File: src/rtl/wam_round_scheduler.sv
// wam_round_scheduler: whack-a-mole round sequencer. Spawns pseudo-random moles, times the up
// window, judges keypad presses and keeps score, lives and the shrinking up window.
module wam_round_scheduler #(
  parameter int unsigned UP_TICKS       = 750,
  parameter int unsigned UP_MIN         = 250,
  parameter int unsigned UP_STEP        = 50,
  parameter int unsigned GAP_TICKS      = 200,
  parameter int unsigned HITS_PER_LEVEL = 8,
  parameter int unsigned LIVES          = 3,
  parameter logic [7:0]  SEED           = 8'hA5
) (
  input  logic       clk,
  input  logic       reset,
  input  logic       tick,
  input  logic       start,
  input  logic       valid_key,
  input  logic [3:0] position,
  output logic [3:0] mole_pos,
  output logic       mole_up,
  output logic [7:0] score,
  output logic [1:0] lives,
  output logic       hit_pulse,
  output logic       miss_pulse,
  output logic       game_over
);

  localparam int unsigned MaxTicks = (UP_TICKS > GAP_TICKS) ? UP_TICKS : GAP_TICKS;
  localparam int unsigned TW       = $clog2(MaxTicks + 1);
  localparam int unsigned LW       = $clog2(HITS_PER_LEVEL + 1);

  localparam logic [TW-1:0] LUpTicks  = TW'(UP_TICKS);
  localparam logic [TW-1:0] LUpMin    = TW'(UP_MIN);
  localparam logic [TW-1:0] LUpStep   = TW'(UP_STEP);
  localparam logic [TW-1:0] LWinKnee  = TW'(UP_MIN + UP_STEP);
  localparam logic [TW-1:0] LGapLast  = TW'(GAP_TICKS - 1);
  localparam logic [TW-1:0] LOne      = TW'(1);
  localparam logic [LW-1:0] LLvlLast  = LW'(HITS_PER_LEVEL - 1);
  localparam logic [1:0]    LLives    = 2'(LIVES);

  typedef enum logic [2:0] {StIdle, StSpawn, StUp, StGap, StOver} state_e;

  state_e        r_state, w_state_nxt;
  logic [7:0]    r_lfsr;
  logic          r_key_prev, r_start_prev;
  logic [TW-1:0] r_timer, w_timer_nxt;
  logic [TW-1:0] r_window, w_window_nxt;
  logic [LW-1:0] r_lvl_cnt, w_lvl_cnt_nxt;
  logic          r_first, w_first_nxt;
  logic [3:0]    r_mole_pos, w_mole_pos_nxt;
  logic [7:0]    r_score, w_score_nxt;
  logic [1:0]    r_lives, w_lives_nxt;
  logic          r_hit, w_hit_nxt;
  logic          r_miss, w_miss_nxt;
  logic          w_reinit;

  logic       w_key_evt, w_start_rise, w_lfsr_fb;
  logic [3:0] w_cand;

  assign w_key_evt    = valid_key & ~r_key_prev;
  assign w_start_rise = start & ~r_start_prev;
  assign w_lfsr_fb    = r_lfsr[7] ^ r_lfsr[5] ^ r_lfsr[4] ^ r_lfsr[3];
  assign w_cand       = r_lfsr[3:0];

  // Free-running LFSR and edge-detect history, updated every clk regardless of state
  always_ff @(posedge clk or negedge reset) begin
    if (!reset) begin
      r_lfsr       <= SEED;
      r_key_prev   <= 1'b0;
      r_start_prev <= 1'b0;
    end else begin
      r_lfsr       <= {r_lfsr[6:0], w_lfsr_fb};
      r_key_prev   <= valid_key;
      r_start_prev <= start;
    end
  end

  // Game state register
  always_ff @(posedge clk or negedge reset) begin
    if (!reset) begin
      r_state    <= StIdle;
      r_timer    <= '0;
      r_window   <= LUpTicks;
      r_lvl_cnt  <= '0;
      r_first    <= 1'b1;
      r_mole_pos <= 4'd0;
      r_score    <= 8'd0;
      r_lives    <= LLives;
      r_hit      <= 1'b0;
      r_miss     <= 1'b0;
    end else begin
      r_state    <= w_state_nxt;
      r_timer    <= w_timer_nxt;
      r_window   <= w_window_nxt;
      r_lvl_cnt  <= w_lvl_cnt_nxt;
      r_first    <= w_first_nxt;
      r_mole_pos <= w_mole_pos_nxt;
      r_score    <= w_score_nxt;
      r_lives    <= w_lives_nxt;
      r_hit      <= w_hit_nxt;
      r_miss     <= w_miss_nxt;
    end
  end

  // Next-state: spawn, judge, gap timing and game restart
  always_comb begin
    w_state_nxt    = r_state;
    w_timer_nxt    = r_timer;
    w_window_nxt   = r_window;
    w_lvl_cnt_nxt  = r_lvl_cnt;
    w_first_nxt    = r_first;
    w_mole_pos_nxt = r_mole_pos;
    w_score_nxt    = r_score;
    w_lives_nxt    = r_lives;
    w_hit_nxt      = 1'b0;
    w_miss_nxt     = 1'b0;
    w_reinit       = 1'b0;

    unique case (r_state)
      StIdle: begin
        if (start) begin
          w_reinit    = 1'b1;
          w_state_nxt = StSpawn;
        end
      end
      StSpawn: begin
        // The first mole of a game may land anywhere; later ones must move
        if ((w_cand <= 4'd8) && (r_first || (w_cand != r_mole_pos))) begin
          w_mole_pos_nxt = w_cand;
          w_timer_nxt    = '0;
          w_first_nxt    = 1'b0;
          w_state_nxt    = StUp;
        end
      end
      StUp: begin
        // A valid key wins over a timeout landing in the same clk
        if (w_key_evt && (position <= 4'd8)) begin
          w_timer_nxt = '0;
          w_state_nxt = StGap;
          if (position == r_mole_pos) begin
            w_hit_nxt = 1'b1;
            if (r_score != 8'hFF) w_score_nxt = r_score + 8'd1;
            if (r_lvl_cnt == LLvlLast) begin
              w_lvl_cnt_nxt = '0;
              w_window_nxt  = (r_window >= LWinKnee) ? (r_window - LUpStep) : LUpMin;
            end else begin
              w_lvl_cnt_nxt = r_lvl_cnt + LW'(1);
            end
          end else begin
            w_miss_nxt  = 1'b1;
            w_lives_nxt = r_lives - 2'd1;
          end
        end else if (tick) begin
          if (r_timer == (r_window - LOne)) begin
            w_miss_nxt  = 1'b1;
            w_lives_nxt = r_lives - 2'd1;
            w_timer_nxt = '0;
            w_state_nxt = StGap;
          end else begin
            w_timer_nxt = r_timer + LOne;
          end
        end
      end
      StGap: begin
        if (r_lives == 2'd0) begin
          w_state_nxt = StOver;
        end else if (tick) begin
          if (r_timer == LGapLast) begin
            w_timer_nxt = '0;
            w_state_nxt = StSpawn;
          end else begin
            w_timer_nxt = r_timer + LOne;
          end
        end
      end
      StOver: begin
        if (w_start_rise) begin
          w_reinit    = 1'b1;
          w_state_nxt = StSpawn;
        end
      end
      default: w_state_nxt = StIdle;
    endcase

    if (w_reinit) begin
      w_score_nxt   = 8'd0;
      w_lives_nxt   = LLives;
      w_window_nxt  = LUpTicks;
      w_lvl_cnt_nxt = '0;
      w_first_nxt   = 1'b1;
      w_timer_nxt   = '0;
    end
  end

  assign mole_pos   = r_mole_pos;
  assign mole_up    = (r_state == StUp);
  assign score      = r_score;
  assign lives      = r_lives;
  assign hit_pulse  = r_hit;
  assign miss_pulse = r_miss;
  assign game_over  = (r_state == StOver);

endmodule

File: config.mk
export PLATFORM = sky130hd
export DESIGN_NAME = wam_round_scheduler
export DESIGN_NICKNAME = d
export VERILOG_FILES = /design/src/rtl/wam_round_scheduler.sv
export SDC_FILE = /design/constraint.sdc
export NUM_CORES = 1
export LEC_CHECK = 0
export ABC_AREA = 1
export CORE_MARGIN = 3
export CORE_UTILIZATION = 60
export CTS_BUF_LIST = sky130_fd_sc_hd__clkbuf_8
export CTS_CLUSTER_DIAMETER = 100
export DETAILED_ROUTE_END_ITERATION = 8
export PLACE_DENSITY = 0.8
export SLEW_MARGIN = 0
export SYNTH_ARGS = -nofsm -noshare
export SYNTH_HDL_FRONTEND = slang
export SYNTH_SLANG_ARGS = --single-unit
File: constraint.sdc
create_clock -name clk -period 2.1 [get_ports clk]
set_clock_uncertainty 0.05 [all_clocks]
set_input_delay 0.63 -clock clk [delete_from_list [all_inputs] [get_ports clk]]
set_output_delay 0.63 -clock clk [all_outputs]
set_load 0.005 [all_outputs]
==> run summary <==
Power share of the clock group -> 13.5%
Depth of the most critical reg-to-reg path -> 14
Slew at the pin with the worst max-slew slack -> 430 ps
Maximum number of pins on one net before global-route repair -> 54
TritonCTS clock tree -> yes
Remaining routing DRC violations -> 0
Critical path data required time -> 2290 ps
Routed WL per cell -> 13.8 um
Count of pins on the block boundary -> 27
Reg clk slew, reported paths -> 100 ps
Synthesis-to-layout area growth -> 22.9%
Gate count after technology mapping -> 454
Max-Cap Viols -> 0
Reported net switching power -> 1.87 mW
Capture instance of the worst register-to-register path -> r_state[1]
Crit path kind -> register to register
Number of setup violations in the final report -> 0
Power density normalized to cell area -> 1050 mW/mm^2
Worst skew pair latency -> 300 ps
Flops & latches, synth -> 53
Min Tclk post-route -> 2050 ps
Number of DRC markers in iteration 0 -> 311
Sequential-to-total area share from yosys stat -> 40.7%
Worst slew margin -> 71.3%
Routability-driven placement congestion ratio -> 0.939
Number of H-tree branching levels -> 2
Net Sw Frac -> 43.9%
Path type of the worst min-delay path -> input pin to async pin
Antenna violations before repair -> 0
Clock root buffer -> sky130_fd_sc_hd__clkbuf_8
Mean post-synth cell area -> 7.27 sq um
Filler instances -> 399
Peak ir drop on the vdd network -> 525 uV
Kind of start point of the critical path -> register
Count of synthesis-stage warnings from yosys -> 0
Number of detailed-route iterations in the first pass -> 5
HPWL after DPL -> 5850 um
Sequential fraction of design power -> 34.0%
Largest fanout of any net on the critical path -> 3
Relative contribution of combinational cells to total power -> 52.5%
Number of unique standard cell types used by synthesis -> 37
Post-synthesis cell area -> 0.00330 sq mm
Outcome -> finished clean
Area after DPL -> 0.00384 sq mm
Count of input and output buffers -> 26
Area enclosed by the die boundary -> 0.00642 sq mm
Number of clock sinks -> 53
Gr usage total -> 26.2%
Starting density of the core -> 63.4%
Wire length of the first global-routing pass -> 13600 um
Number of rows created at floorplan -> 26
Setup slack of the most critical reg-to-reg path -> 50 ps
Static leakage power -> 2.02 nW
Maximum clock rate -> 488 MHz
Largest area contributor in the synthesized netlist -> sky130_fd_sc_hd__dfrtp_1
ANT nets after route -> 0
Overall Power -> 4.25 mW
Vert. Die Dim -> 80.2 um
Overall die width -> 80.2 um
CP Data Arrival Time -> 2240 ps
Clock tree buffer depth -> 2
Via-per-instance ratio -> 5.50
Count of vias placed by the detailed router -> 3234
Final hold slack -> 257 ps
Ratio of cells with drive above 1 in the final layout -> 17.2%
Total overflow reported by the global router -> 0
Final Hold Fails -> 0
Final WS setup -> 50.8 ps
Post-synth EDFFs -> 0
Proportion of netlist area held by the largest area contributor -> 29.6%
Via count of the first global-routing pass -> 3230
Internal portion of total power -> 2.38 mW
Top_reg_cell synth -> sky130_fd_sc_hd__dfrtp_1
Post-detailed-routing wire length -> 8090 um
Antenna Diode Count -> 0
Place WS -> -275 ps
Top cells by area, synth -> sky130_fd_sc_hd__dfrtp_1 30%, sky130_fd_sc_hd__nand2_1 15%, sky130_fd_sc_hd__dfstp_2 11%
Syn Nets -> 468
Number of pins exceeding their max-slew limit in the final report -> 0
Startpoint of the lowest-slack register-to-register path -> r_window[1]
Final worst path period share -> 97.6%
Cts bufs inserted -> 5
Unrepaired setup endpoints after global routing -> true
Share of synthesized registers carrying an async set or reset -> 100%
Endpoint type of the worst setup path -> register
Core region area -> 0.00520 sq mm
Post-layout instance area -> 0.00406 sq mm
Net count of the finished layout -> 531
worst max path at each step:
stage,startpoint,end,cells past startpoint
floorplan,r_window[1],r_state[2],14
global placement,position[1],r_timer[1],13
detailed placement,position[1],r_window[5],13
CTS,lives[0],lives[0],1
global route,r_window[1],r_timer[8],14
finish,r_window[1],r_state[1],14
per-layer routing:
| metal | GRT usage, % | vias up | part of all wire (%) |
|---|---|---|---|
| li1 | - | 1576 | - |
| met1 | 31.7 | 1559 | 44 |
| met2 | 47.5 | 81 | 51 |
| met3 | 4.37 | 18 | 3.3 |
| met4 | 7.77 | 0 | 1.5 |
| met5 | 0 | - | 0 |
metrics by stage:
step,setup TNS (ps),util (%),std cells
after floorplan,0,-,454
after global placement,-4650,73.8,571
after detailed placement,-7060,73.8,571
after CTS,0,76.6,584
after global routing,-312,77.9,588
final,0,77.9,588
cells in the mapped netlist, types with 3 or more instances:
master and instances:
sky130_fd_sc_hd__xnor2_1 8, sky130_fd_sc_hd__nand4_1 6, sky130_fd_sc_hd__inv_1 53, sky130_fd_sc_hd__nor2_1 44, sky130_fd_sc_hd__dfrtp_1 39, sky130_fd_sc_hd__dfstp_2 14
sky130_fd_sc_hd__nor2_2 3, sky130_fd_sc_hd__ha_1 5, sky130_fd_sc_hd__nor3_1 10, sky130_fd_sc_hd__nand2_1 131, sky130_fd_sc_hd__inv_2 3, sky130_fd_sc_hd__o21ai_1 11
sky130_fd_sc_hd__nand2_2 3, sky130_fd_sc_hd__xor2_1 10, sky130_fd_sc_hd__a21oi_1 11, sky130_fd_sc_hd__buf_2 4, sky130_fd_sc_hd__nand3_1 42, sky130_fd_sc_hd__o21ai_0 28
sky130_fd_sc_hd__nand2_4 4, sky130_fd_sc_hd__o31ai_1 3
cell families (layout without fill, tap and decap cells):
kind of cell | Yosys count | count (layout) | synth area share, %
AO/OA/AOI/OAI | 59 | 59 | 9.63
adder cells (fa/ha/maj) | 5 | 5 | 1.90
XOR/XNOR | 18 | 18 | 4.78
AND/OR/NAND/NOR | 253 | 253 | 34.7
buffers and inverters | 66 | 130 | 8.27
flip-flops | 53 | 53 | 40.7
registers in the layout, summed over array words and instances (netlist names):
name,cells
miss_pulse,1
hit_pulse,1
r_window,9
r_timer,10
mole_pos,4
r_first,1
score,8
r_state,3
lives,2
r_lfsr,8
r_start_prev,1
r_lvl_cnt,4
r_key_prev,1
critical path, stage by stage (launching register included):
cell and delay (ps):
sky130_fd_sc_hd__dfstp_2 550, sky130_fd_sc_hd__inv_2 50, sky130_fd_sc_hd__ha_4 240, sky130_fd_sc_hd__nand2_1 60
sky130_fd_sc_hd__nand2_1 50, sky130_fd_sc_hd__nor2_1 80, sky130_fd_sc_hd__nand2_1 50, sky130_fd_sc_hd__nor2_1 110
sky130_fd_sc_hd__nand2_1 70, sky130_fd_sc_hd__nor2_1 110, sky130_fd_sc_hd__nand3_2 140, sky130_fd_sc_hd__nand2_4 140
sky130_fd_sc_hd__buf_4 120, sky130_fd_sc_hd__nand3_1 70, sky130_fd_sc_hd__nand2_1 80
cell usage in the layout (no fill, tap or decap), types with 4 or more instances in the layout:
cell type,instances
sky130_fd_sc_hd__a21oi_1,11
sky130_fd_sc_hd__buf_4,33
sky130_fd_sc_hd__clkbuf_8,5
sky130_fd_sc_hd__clkdlybuf4s50_1,20
sky130_fd_sc_hd__dfrtp_1,38
sky130_fd_sc_hd__dfstp_2,14
sky130_fd_sc_hd__ha_1,4
sky130_fd_sc_hd__inv_1,51
sky130_fd_sc_hd__inv_2,6
sky130_fd_sc_hd__nand2_1,130
sky130_fd_sc_hd__nand3_1,41
sky130_fd_sc_hd__nand4_1,6
sky130_fd_sc_hd__nor2_1,43
sky130_fd_sc_hd__nor3_1,10
sky130_fd_sc_hd__o21ai_0,27
sky130_fd_sc_hd__o21ai_1,12
sky130_fd_sc_hd__xnor2_1,8
sky130_fd_sc_hd__xor2_1,10
power by group through the flow:
| stage | clock network [mW] | registers (mW) | logic (mW) |
|---|---|---|---|
| finish | 0.575 | 1.44 | 2.23 |
| global route | 0.624 | 1.46 | 2.45 |
| detailed placement | 0 | 1.46 | 2.00 |
| CTS | 0.583 | 1.43 | 2.11 |
| global placement | 0 | 1.46 | 1.93 |
| floorplan | 0 | 1.40 | 1.32 |
layout make-up:
cell class	instances	area, sq um	share of cell area, %
Timing Repair inverter	1	6.26	0.154
Multi-Input combinational cell	335	1730	42.7
Clock inverter	3	18.8	0.463
Clock buffer	5	68.8	1.70
Sequential cell	53	1350	33.2
Inverter	59	236	5.83
Timing Repair Buffer	62	559	13.8
Tap cell	70	87.6	2.16
timing repair:
item                       CTS  global route
gates resized for setup      6            14
gates cloned                 0             1
setup endpoints to repair   16            29
hold buffers                 0             0
setup buffers                5             3
pin swaps                    1             5
Power figures use the tool's default switching activity.
